## src/rtl/seg7_scan_driver_if.sv

```systemverilog
// Display-driver bus: BCD value and control in from the timer logic,
// multiplexed segment/anode drive and frame strobe out to the pins.
interface seg7_scan_driver_if #(
    parameter int unsigned NUM_DIGITS = 4
);
    logic [4*NUM_DIGITS-1:0] bcd_in;
    logic                    load;
    logic                    blank_lz;
    logic                    blink_en;
    logic [6:0]              seg;
    logic [NUM_DIGITS-1:0]   an;
    logic                    frame_tick;

    modport master (
        output bcd_in, load, blank_lz, blink_en,
        input  seg, an, frame_tick
    );

    modport slave (
        input  bcd_in, load, blank_lz, blink_en,
        output seg, an, frame_tick
    );
endinterface

```

## src/rtl/seg7_scan_driver.sv

```systemverilog
// Time-multiplexed 7-segment driver with shadowed digits, leading-zero blanking,
// whole-display blink and selectable segment/anode polarity.
module seg7_scan_driver #(
    parameter int unsigned NUM_DIGITS  = 4,
    parameter int unsigned SCAN_DIV    = 1000,
    parameter int unsigned BLINK_DIV   = 500000,
    parameter bit          SEG_ACT_LOW = 1'b1,
    parameter bit          AN_ACT_LOW  = 1'b1
) (
    input logic               clk,
    input logic               reset,
    seg7_scan_driver_if.slave disp_io
);
    localparam int unsigned IdxW   = (NUM_DIGITS > 1) ? $clog2(NUM_DIGITS) : 1;
    localparam int unsigned ScanW  = $clog2(SCAN_DIV);
    localparam int unsigned BlinkW = (BLINK_DIV > 1) ? $clog2(BLINK_DIV) : 1;
    localparam logic [6:0]            SegOff = SEG_ACT_LOW ? 7'h7F : 7'h00;
    localparam logic [NUM_DIGITS-1:0] AnOff  = AN_ACT_LOW ? {NUM_DIGITS{1'b1}}
                                                          : {NUM_DIGITS{1'b0}};

    logic [4*NUM_DIGITS-1:0] shadow_q, shadow_d;
    logic [ScanW-1:0]        scan_cnt_q, scan_cnt_d;
    logic [IdxW-1:0]         idx_q, idx_d;
    logic [BlinkW-1:0]       blink_cnt_q, blink_cnt_d;
    logic                    blink_ph_q, blink_ph_d;
    logic [6:0]              seg_q, seg_d;
    logic [NUM_DIGITS-1:0]   an_q, an_d;
    logic                    frame_tick_q, frame_tick_d;

    logic                  scan_wrap, idx_last, blink_wrap, upper_zero, blank;
    logic [3:0]            cur_digit;
    logic [NUM_DIGITS-1:0] an_onehot;

    // Active-high {g,f,e,d,c,b,a}; anything beyond 9 renders as a dash.
    function automatic logic [6:0] decode(input logic [3:0] code);
        case (code)
            4'd0:    decode = 7'b0111111;
            4'd1:    decode = 7'b0000110;
            4'd2:    decode = 7'b1011011;
            4'd3:    decode = 7'b1001111;
            4'd4:    decode = 7'b1100110;
            4'd5:    decode = 7'b1101101;
            4'd6:    decode = 7'b1111101;
            4'd7:    decode = 7'b0000111;
            4'd8:    decode = 7'b1111111;
            4'd9:    decode = 7'b1101111;
            default: decode = 7'b1000000;
        endcase
    endfunction

    always_comb begin
        shadow_d   = disp_io.load ? disp_io.bcd_in : shadow_q;
        scan_wrap  = (scan_cnt_q == ScanW'(SCAN_DIV - 1));
        idx_last   = (idx_q == IdxW'(NUM_DIGITS - 1));
        scan_cnt_d = scan_wrap ? '0 : scan_cnt_q + ScanW'(1);
        idx_d      = idx_q;
        if (scan_wrap) begin
            idx_d = idx_last ? '0 : idx_q + IdxW'(1);
        end

        // Dropping blink_en parks the blink in its visible phase.
        blink_wrap  = (blink_cnt_q == BlinkW'(BLINK_DIV - 1));
        blink_cnt_d = '0;
        blink_ph_d  = 1'b0;
        if (disp_io.blink_en) begin
            blink_cnt_d = blink_wrap ? '0 : blink_cnt_q + BlinkW'(1);
            blink_ph_d  = blink_ph_q ^ blink_wrap;
        end

        cur_digit  = 4'h0;
        an_onehot  = '0;
        upper_zero = 1'b1;
        for (int i = 0; i < int'(NUM_DIGITS); i++) begin
            if (idx_q == IdxW'(i)) begin
                cur_digit    = shadow_q[4*i +: 4];
                an_onehot[i] = 1'b1;
            end
            if (i >= int'(idx_q) && shadow_q[4*i +: 4] != 4'h0) begin
                upper_zero = 1'b0;
            end
        end
        blank = disp_io.blank_lz && (idx_q != '0) && upper_zero;

        seg_d = blank ? SegOff : (decode(cur_digit) ^ {7{SEG_ACT_LOW}});
        if (scan_cnt_q == '0 || (disp_io.blink_en && blink_ph_q)) begin
            an_d = AnOff;
        end else begin
            an_d = an_onehot ^ AnOff;
        end
        frame_tick_d = scan_wrap && idx_last;
    end

    always_ff @(posedge clk) begin
        if (reset) begin
            shadow_q     <= '0;
            scan_cnt_q   <= '0;
            idx_q        <= '0;
            blink_cnt_q  <= '0;
            blink_ph_q   <= 1'b0;
            seg_q        <= SegOff;
            an_q         <= AnOff;
            frame_tick_q <= 1'b0;
        end else begin
            shadow_q     <= shadow_d;
            scan_cnt_q   <= scan_cnt_d;
            idx_q        <= idx_d;
            blink_cnt_q  <= blink_cnt_d;
            blink_ph_q   <= blink_ph_d;
            seg_q        <= seg_d;
            an_q         <= an_d;
            frame_tick_q <= frame_tick_d;
        end
    end

    assign disp_io.seg        = seg_q;
    assign disp_io.an         = an_q;
    assign disp_io.frame_tick = frame_tick_q;
endmodule

```

## src/flat_wrapper.sv

```systemverilog
// flat-port wrapper written by rule: the top's interface ports become plain ports
module seg7_scan_driver_flat 
#(
    parameter int unsigned NUM_DIGITS  = 4,
    parameter int unsigned SCAN_DIV    = 1000,
    parameter int unsigned BLINK_DIV   = 500000,
    parameter bit          SEG_ACT_LOW = 1'b1,
    parameter bit          AN_ACT_LOW  = 1'b1
)
  (clk, reset, disp_io_bcd_in, disp_io_load, disp_io_blank_lz, disp_io_blink_en, disp_io_seg, disp_io_an, disp_io_frame_tick);
  seg7_scan_driver_if #(.NUM_DIGITS(NUM_DIGITS)) disp_io_i ();
  input logic clk;
  input logic reset;
  input wire logic [$bits(disp_io_i.bcd_in)-1:0] disp_io_bcd_in;
  input wire logic [$bits(disp_io_i.load)-1:0] disp_io_load;
  input wire logic [$bits(disp_io_i.blank_lz)-1:0] disp_io_blank_lz;
  input wire logic [$bits(disp_io_i.blink_en)-1:0] disp_io_blink_en;
  output wire logic [$bits(disp_io_i.seg)-1:0] disp_io_seg;
  output wire logic [$bits(disp_io_i.an)-1:0] disp_io_an;
  output wire logic [$bits(disp_io_i.frame_tick)-1:0] disp_io_frame_tick;
  assign disp_io_i.bcd_in = disp_io_bcd_in;
  assign disp_io_i.load = disp_io_load;
  assign disp_io_i.blank_lz = disp_io_blank_lz;
  assign disp_io_i.blink_en = disp_io_blink_en;
  assign disp_io_seg = disp_io_i.seg;
  assign disp_io_an = disp_io_i.an;
  assign disp_io_frame_tick = disp_io_i.frame_tick;
  seg7_scan_driver #(.NUM_DIGITS(NUM_DIGITS), .SCAN_DIV(SCAN_DIV), .BLINK_DIV(BLINK_DIV), .SEG_ACT_LOW(SEG_ACT_LOW), .AN_ACT_LOW(AN_ACT_LOW)) u_core (.clk(clk), .reset(reset), .disp_io(disp_io_i));
endmodule
```

## config.mk

```make
export PLATFORM = sky130hd
export DESIGN_NAME = seg7_scan_driver_flat
export DESIGN_NICKNAME = d
export VERILOG_FILES = /design/src/rtl/seg7_scan_driver_if.sv /design/src/rtl/seg7_scan_driver.sv /design/src/flat_wrapper.sv
export SDC_FILE = /design/constraint.sdc
export NUM_CORES = 1
export LEC_CHECK = 0
export ABC_AREA = 1
export CAP_MARGIN = 15
export CORE_UTILIZATION = 37
export CTS_CLUSTER_DIAMETER = 200
export CTS_CLUSTER_SIZE = 8
export DETAILED_ROUTE_END_ITERATION = 10
export RECOVER_POWER = 100
export SLEW_MARGIN = 15
export SYNTH_ARGS = -nofsm -noshare
export SYNTH_HDL_FRONTEND = slang
export SYNTH_SLANG_ARGS = --single-unit
```

## constraint.sdc

```tcl
create_clock -name clk -period 1.7 [get_ports clk]
set_input_delay 0.255 -clock clk [delete_from_list [all_inputs] [get_ports clk]]
set_output_delay 0.255 -clock clk [all_outputs]
set_load 0.05 [all_outputs]
```

==> reports/results.tsv, run 1 <==
metric	value	unit
finalMaxSlewViolations	0	
period_minus_slack	1.70	ns
cts_buffer_depth	2	
start_util	38.1	%
cp-start-kind	flip-flop	
drv_cap	0	
skew	0.00724	ns
critPathMostFrequentCell	nand2_2	
yosysSeqAreaShare	40.8	%
io_pins	33	
reg2reg_to	u_core.disp_io.seg[4]	
antenna_found_initial	0	
path_max_fanout	5	
dieArea	0.00832	mm²
syn_nets	446	
grt_setup_unrepaired	yes	
grt-ovfl-total	0	
hold_depth	2	
hp-class	reg2reg	
drt_iter0_drc	120	
cp_cell_sequence	inv_4 -> ha_4 -> nand2_2 -> nand2_1 -> nand3_2 -> nand2_2 -> o21ai_4 -> buf_6 -> ha_1 -> nand2_2 -> a21oi_2 -> nand2_1	
worst-r2r-cell-count	12	
setup_violations	0	
drcViolationCount	0	
path_buf_inv	2	
cts_inserted_buffers	9	
synth_edf_count	0	
synth_flop_cell	dfxtp_1	
whs	0.461	ns
netlist_area	0.00294	mm²
worstMarginPinSlew	0.597	ns
cp_data_required_time	1.93	ns
grt_usage	17.2	%
placementRows	32	
min-delay-start	u_core.scan_cnt_q[9]	
fmax	590	MHz
period_share	99.8	%
layout-drive-gt1-share	20.3	%
grt_pass1_wl	11.3	mm
synth-seq-cells	60	
io_buffers	32	
cts_num_sinks	60	
seq_area	0.00121	mm²
num_antenna_cells	0	
arrival	1.93	ns
die_h	91.2	µm
irDropWorstVdd	409	µV
total_power	0.00327	W
die_x	91.2	µm
synth.avg_cell_area	7.15	µm²
slew-limit-headroom	60.4	%
final_hold_viol_count	0	
hold_buffers	0	
gp_congestion	0.901	
drtAntennaViolNets	0	
insertion_delay	0.34	ns
end_kind	flip-flop	
syn-instance-count	412	
yosysWarnings	0	
fill_cells	775	
synth-async-reset-ratio	0	%
vias_per_cell	4.81	
leakage	1.58	nW
dp_hpwl	4.79	mm
grt_pass1_vias	2590	
critPathMaxStageDelay	0.39	ns
cellPowerDensity	835	mW/mm²
dr.pass1.iters	4	
status	finished clean	
cts_root_buf	clkbuf_8	
r2r_start	u_core.idx_q[0]	
path_delay_family	simple AND/OR/NAND/NOR gates	
slowest_stage	dfxtp_4	
syn2layout_area_growth	32.9	%
wl_per_cell	11.6	µm
cts_tree	done	
grt_max_degree	20	
fin_nets	511	
coreArea	0.00773	mm²
h-tree-depth	3	
whs_endpoint	u_core.scan_cnt_q[9]	
multi_input_area	0.00167	mm²
rrSetupSlack	0.004	ns
crit_type	reg2reg	
dr_total_vias	2810	
path_clk_slew	0.07	ns
routed_wl	6.80	mm
synth.distinct_cells	34	
[power by group]
group          total (W)  internal [W]  switching [W]
Clock            0.00141      0.000858       0.000557
Combinational   0.000366      0.000138       0.000227
Sequential       0.00149       0.00146      0.0000319
[flip-flops by register name (all words and copies together) (netlist names)]
| name | count |
|---|---|
| u_core.disp_io.seg | 7 |
| u_core.blink_cnt_q | 19 |
| u_core.shadow_q | 16 |
| u_core.idx_q | 2 |
| u_core.disp_io.an | 4 |
| u_core.disp_io.frame_tick | 1 |
| u_core.blink_ph_q | 1 |
| u_core.scan_cnt_q | 10 |
[metal layers]
| layer | global-route usage [%] | share of wire [%] | routed length (µm) |
|---|---|---|---|
| met5 | 0 | 0 | 0 |
| met4 | 6.48 | 1.3 | 90 |
| met3 | 5.36 | 4.3 | 292 |
| met2 | 28.2 | 48 | 3280 |
| met1 | 21.0 | 46 | 3140 |
[kinds of logic (layout without fill, tap and decap cells)]
group	Yosys count	in the layout	share of synthesized area [%]
adder cells (fa/ha/maj)	13	13	5.52
buffers and inverters	58	128	7.95
AND/OR/NAND/NOR	224	224	34.9
AO/OA/AOI/OAI	52	52	9.35
flip-flops	60	60	40.8
XOR/XNOR	5	5	1.49
[metrics by stage]
| stage | area [µm²] | setup WS (ns) | setup TNS [ns] | utilization [%] | instances |
|---|---|---|---|---|---|
| 4_1_cts | 3810 | 0.0213 | 0 | 49.4 | 580 |
| 6_report | 3910 | 0.00378 | 0 | 50.6 | 584 |
| 2_1_floorplan | 2950 | -0.000881 | -0.000881 | - | 412 |
| 3_3_place_gp | 3520 | -0.0529 | -0.0751 | 45.5 | 564 |
| 3_5_place_dp | 3520 | -0.108 | -0.411 | 45.5 | 564 |
| 5_1_grt | 3910 | -0.106 | -0.526 | 50.6 | 584 |
[worst reg2reg max path: cells and delay by family, from the launching register on]
| kind | cells | cell delay, ns |
|---|---|---|
| and+or+nand+nor | 6 | 0.42 |
| DFF | 1 | 0.39 |
| adders and majority gates | 2 | 0.33 |
| AOI/OAI and AO/OA | 2 | 0.24 |
| buffers and inverters | 2 | 0.19 |
[cells in the mapped netlist, types with 2 or more instances]
cell type	count	area [µm²]
nand2_1	77	289
nor2_1	65	244
dfxtp_1	60	1200
inv_1	47	176
nand3_1	43	215
a21oi_1	25	125
o21ai_0	21	105
ha_1	13	163
nand4_1	13	81.3
clkbuf_1	5	18.8
nand2_2	4	25.0
nor3_1	4	20.0
xnor2_1	4	35.0
a21oi_2	3	26.3
nor2_2	3	18.8
or2_2	3	18.8
inv_2	2	7.51
nand2_4	2	22.5
nand3_2	2	20.0
nor3_2	2	20.0
[final cells by class]
class	instances	share of cell area (%)
inverter	50	4.99
clock inverter	5	1.92
timing repair buffer	62	12.6
clock buffer	11	3.61
tap	102	3.26
multi-input combinational	294	42.8
sequential	60	30.9
[worst max path at each step]
stage | from | end | slack (ns) | cells past startpoint
6_report | u_core.idx_q[0] | u_core.disp_io.seg[4] | 0.004 | 12
5_1_grt | u_core.idx_q[0] | u_core.disp_io.seg[3] | -0.11 | 13
4_1_cts | u_core.idx_q[0] | u_core.disp_io.seg[3] | 0.02 | 12
3_5_place_dp | u_core.idx_q[0] | u_core.disp_io.seg[3] | -0.11 | 11
3_3_place_gp | u_core.idx_q[0] | u_core.disp_io.seg[3] | -0.05 | 11
2_1_floorplan | u_core.idx_q[0] | u_core.disp_io.seg[3] | -0.0009 | 11
[layout by cell type (no fill, tap or decap), types with 2 or more instances in the layout]
master / count
dlygate4sd2_1: 2
nand2_4: 4
nand2_1: 72
nand3_2: 8
clkbuf_8: 10
nand4_1: 13
bufinv_16: 2
buf_4: 27
a21oi_1: 21
inv_2: 4
xnor2_1: 4
ha_4: 6
clkbuf_1: 11
nand3_1: 37
clkinv_2: 3
nor2_1: 65
dfxtp_4: 2
inv_1: 42
dfxtp_1: 58
or2_2: 3
nor2_2: 3
nor3_2: 2
inv_4: 3
ha_1: 6
buf_6: 3
nand2_2: 7
o21ai_0: 20
nor3_1: 4
a21oi_2: 6
clkdlybuf4s50_1: 19
[timing repair]
| item | in CTS | in global routing |
|---|---|---|
| setup endpoints to repair | 9 | 7 |
| cloned | 0 | 0 |
| buffers inserted | 0 | 4 |
| resized for setup | 23 | 27 |
| pin swaps | 0 | 13 |
| hold endpoints to repair | 0 | 0 |
Power figures use the tool's default switching activity.
==> inputs of run 2 (changes only) <==
CTS_BUF_LIST = sky130_fd_sc_hd__clkbuf_16   (was not set)
==> run 2 against run 1 <==
Critical endpoint unchanged. Combinational power about the same. Core utilization grew 1.1 points. Final cell count grew 0.17%. Non-clock buffer count is 1 higher. Global-route usage grew 0.39 points. Clock power rose by 33%. Clock-buffer cell count shrank 2. Final area up 2.1%. Routed wire length rose by 1.7%. Highest routed layer unchanged. The flow now finishes with violations (setup timing). Setup slack worse by 0.015 ns. Register-to-register slack worse by 0.02 ns.
==> reports/results.tsv, run 2 (synthesis results as in run 1) <==
metric	value	unit	change
skew	0.00604	ns	was 0.00724 ns
slew-limit-headroom	60.4	%	about the same
largest_register	u_core.blink_cnt_q		unchanged
slowest_stage	dfxtp_4		unchanged
fmax	584	MHz	was 590 MHz
violations	setup timing		
cts_inserted_buffers	9		unchanged
setup_slack	-0.0117	ns	was 0.00378 ns
syn2layout_area_growth	35.7	%	was 32.9%
multi_input_area	0.00168	mm²	was 0.00167 mm²
dp_hpwl	4.79	mm	unchanged
end_kind	flip-flop		unchanged
cp_cell_sequence	inv_4 -> ha_4 -> inv_4 -> nand3_4 -> nand3_4 -> buf_6 -> a21oi_4 -> ha_2 -> nand2_2 -> a21oi_2 -> nand2_1		was inv_4 -> ha_4 -> nand2_2 -> nand2_1 -> nand3_2 -> nand2_2 -> o21ai_4 -> buf_6 -> ha_1 -> nand2_2 -> a21oi_2 -> nand2_1
antenna_found_initial	0		unchanged
drv_cap	0		unchanged
cp-start-kind	flip-flop		unchanged
grt_usage	17.6	%	was 17.2%
cts_root_buf	clkbuf_16		was clkbuf_8
dieArea	0.00832	mm²	unchanged
total_power	0.00374	W	was 0.00327 W
cp_data_required_time	1.92	ns	was 1.93 ns
vias_per_cell	4.82		was 4.81
dp_slack	-0.108	ns	unchanged
fill_cells	765		was 775
largest_reg_flops	19		unchanged
dr.pass1.iters	4		unchanged
num_antenna_cells	0		unchanged
h-tree-depth	3		unchanged
period_minus_slack	1.71	ns	was 1.70 ns
grt-ovfl-total	0		unchanged
layout-drive-gt1-share	20.1	%	was 20.3%
hold_buffers	0		unchanged
cts_num_sinks	60		unchanged
cts_buffer_depth	2		unchanged
coreArea	0.00773	mm²	unchanged
seq_area	0.00121	mm²	unchanged
io_buffers	32		unchanged
finalMaxSlewViolations	0		unchanged
start_util	38.1	%	unchanged
irDropWorstVdd	461	µV	was 409 µV
drcViolationCount	0		unchanged
status	finished with violations		was finished clean
gp_congestion	0.901		unchanged
grt_pass1_vias	2589		was 2590
placementRows	32		unchanged
dr_total_vias	2820		was 2810
path_clk_slew	0.05	ns	was 0.07 ns
crit_type	reg2reg		unchanged
setup_violations	1		was 0
wl_per_cell	11.8	µm	was 11.6 µm
path_max_fanout	5		unchanged
cellPowerDensity	935	mW/mm²	was 835 mW/mm²
grt_pass1_wl	11.5	mm	was 11.3 mm
final_hold_viol_count	0		unchanged
worstMarginPinSlew	0.597	ns	about the same
hp-class	reg2reg		unchanged
grt_max_degree	20		unchanged
leakage	1.62	nW	was 1.58 nW
die_h	91.2	µm	unchanged
insertion_delay	0.33	ns	was 0.34 ns
grt_setup_unrepaired	yes		unchanged
drtAntennaViolNets	0		unchanged
mostFrequentLayoutCell	nand2_1		unchanged
critPathMaxStageDelay	0.36	ns	was 0.39 ns
period_share	101	%	was 99.8%
routed_wl	6.92	mm	was 6.80 mm
reg_top3	u_core.blink_cnt_q: 19 flops, u_core.shadow_q: 16 flops, u_core.scan_cnt_q: 10 flops		unchanged
fin_nets	512		was 511
die_x	91.2	µm	unchanged
cts_tree	done		unchanged
layout_common_cells	nand2_1 (73), nor2_1 (65), dfxtp_1 (58), inv_1 (44), nand3_1 (36)		was nand2_1 (72), nor2_1 (65), dfxtp_1 (58), inv_1 (42), nand3_1 (37)
fin_setup_tns	-0.0117	ns	was 0 ns
io_pins	33		unchanged
drt_iter0_drc	88		was 120
arrival	1.93	ns	about the same
[run 2: worst paths after layout]
kind	from	endpoint	slack, ns	depth (start not counted)
worst min register to register	u_core.scan_cnt_q[9]	u_core.scan_cnt_q[9]	0.46	2
worst max register to register	u_core.idx_q[1]	u_core.disp_io.seg[4]	-0.01	11
worst max-delay path	u_core.idx_q[1]	u_core.disp_io.seg[4]	-0.01	11
worst min-delay path	u_core.scan_cnt_q[9]	u_core.scan_cnt_q[9]	0.46	2
[run 2: layer usage]
metal | routed length, µm | up-vias | track usage, %
li1 | - | 1472 | -
met2 | 3400 | 62 | 29.0
met3 | 305 | 7 | 5.86
met4 | 82 | 0 | 5.95
met1 | 3140 | 1279 | 21.4
met5 | 0 | - | 0
[run 2: layout make-up]
| type | instances | area share [%] |
|---|---|---|
| multi-input combinational | 294 | 41.9 |
| sequential | 60 | 30.2 |
| timing repair buffer | 63 | 12.1 |
| clock buffer | 9 | 5.64 |
| inverter | 50 | 4.88 |
| tap | 102 | 3.19 |
| clock inverter | 7 | 2.07 |
[run 2: report_power, final]
| part | internal (W) | leakage (nW) | total, W | switching (W) |
|---|---|---|---|---|
| Combinational | 0.000139 | 0.974 | 0.000365 | 0.000226 |
| Sequential | 0.00146 | 0.493 | 0.00149 | 0.0000329 |
| Clock | 0.00126 | 0.158 | 0.00188 | 0.000618 |
[run 2: what timing repair did]
action | 4_1_cts | 5_1_grt
buffers inserted | 0 | 5
setup endpoints to repair | 7 | 9
cloned | 0 | 0
pin swaps | 0 | 13
resized for setup | 21 | 26
[run 2: metrics by stage]
stage	hold slack (ns)	cell area, µm²	cells	utilization [%]
3_5_place_dp	0.459	3520	564	45.5
5_1_grt	0.487	4000	585	51.7
4_1_cts	0.466	3910	580	50.6
6_report	0.459	4000	585	51.7
2_1_floorplan	0.332	2950	412	-
3_3_place_gp	0.452	3520	564	45.5
[run 2: critical path: cells and delay by family, from the launching register on]
| kind | cells | cell delay [ns] |
|---|---|---|
| DFF | 1 | 0.36 |
| adders and majority gates | 2 | 0.38 |
| AOI/OAI and AO/OA | 2 | 0.34 |
| and+or+nand+nor | 4 | 0.26 |
| buffers and inverters | 3 | 0.26 |
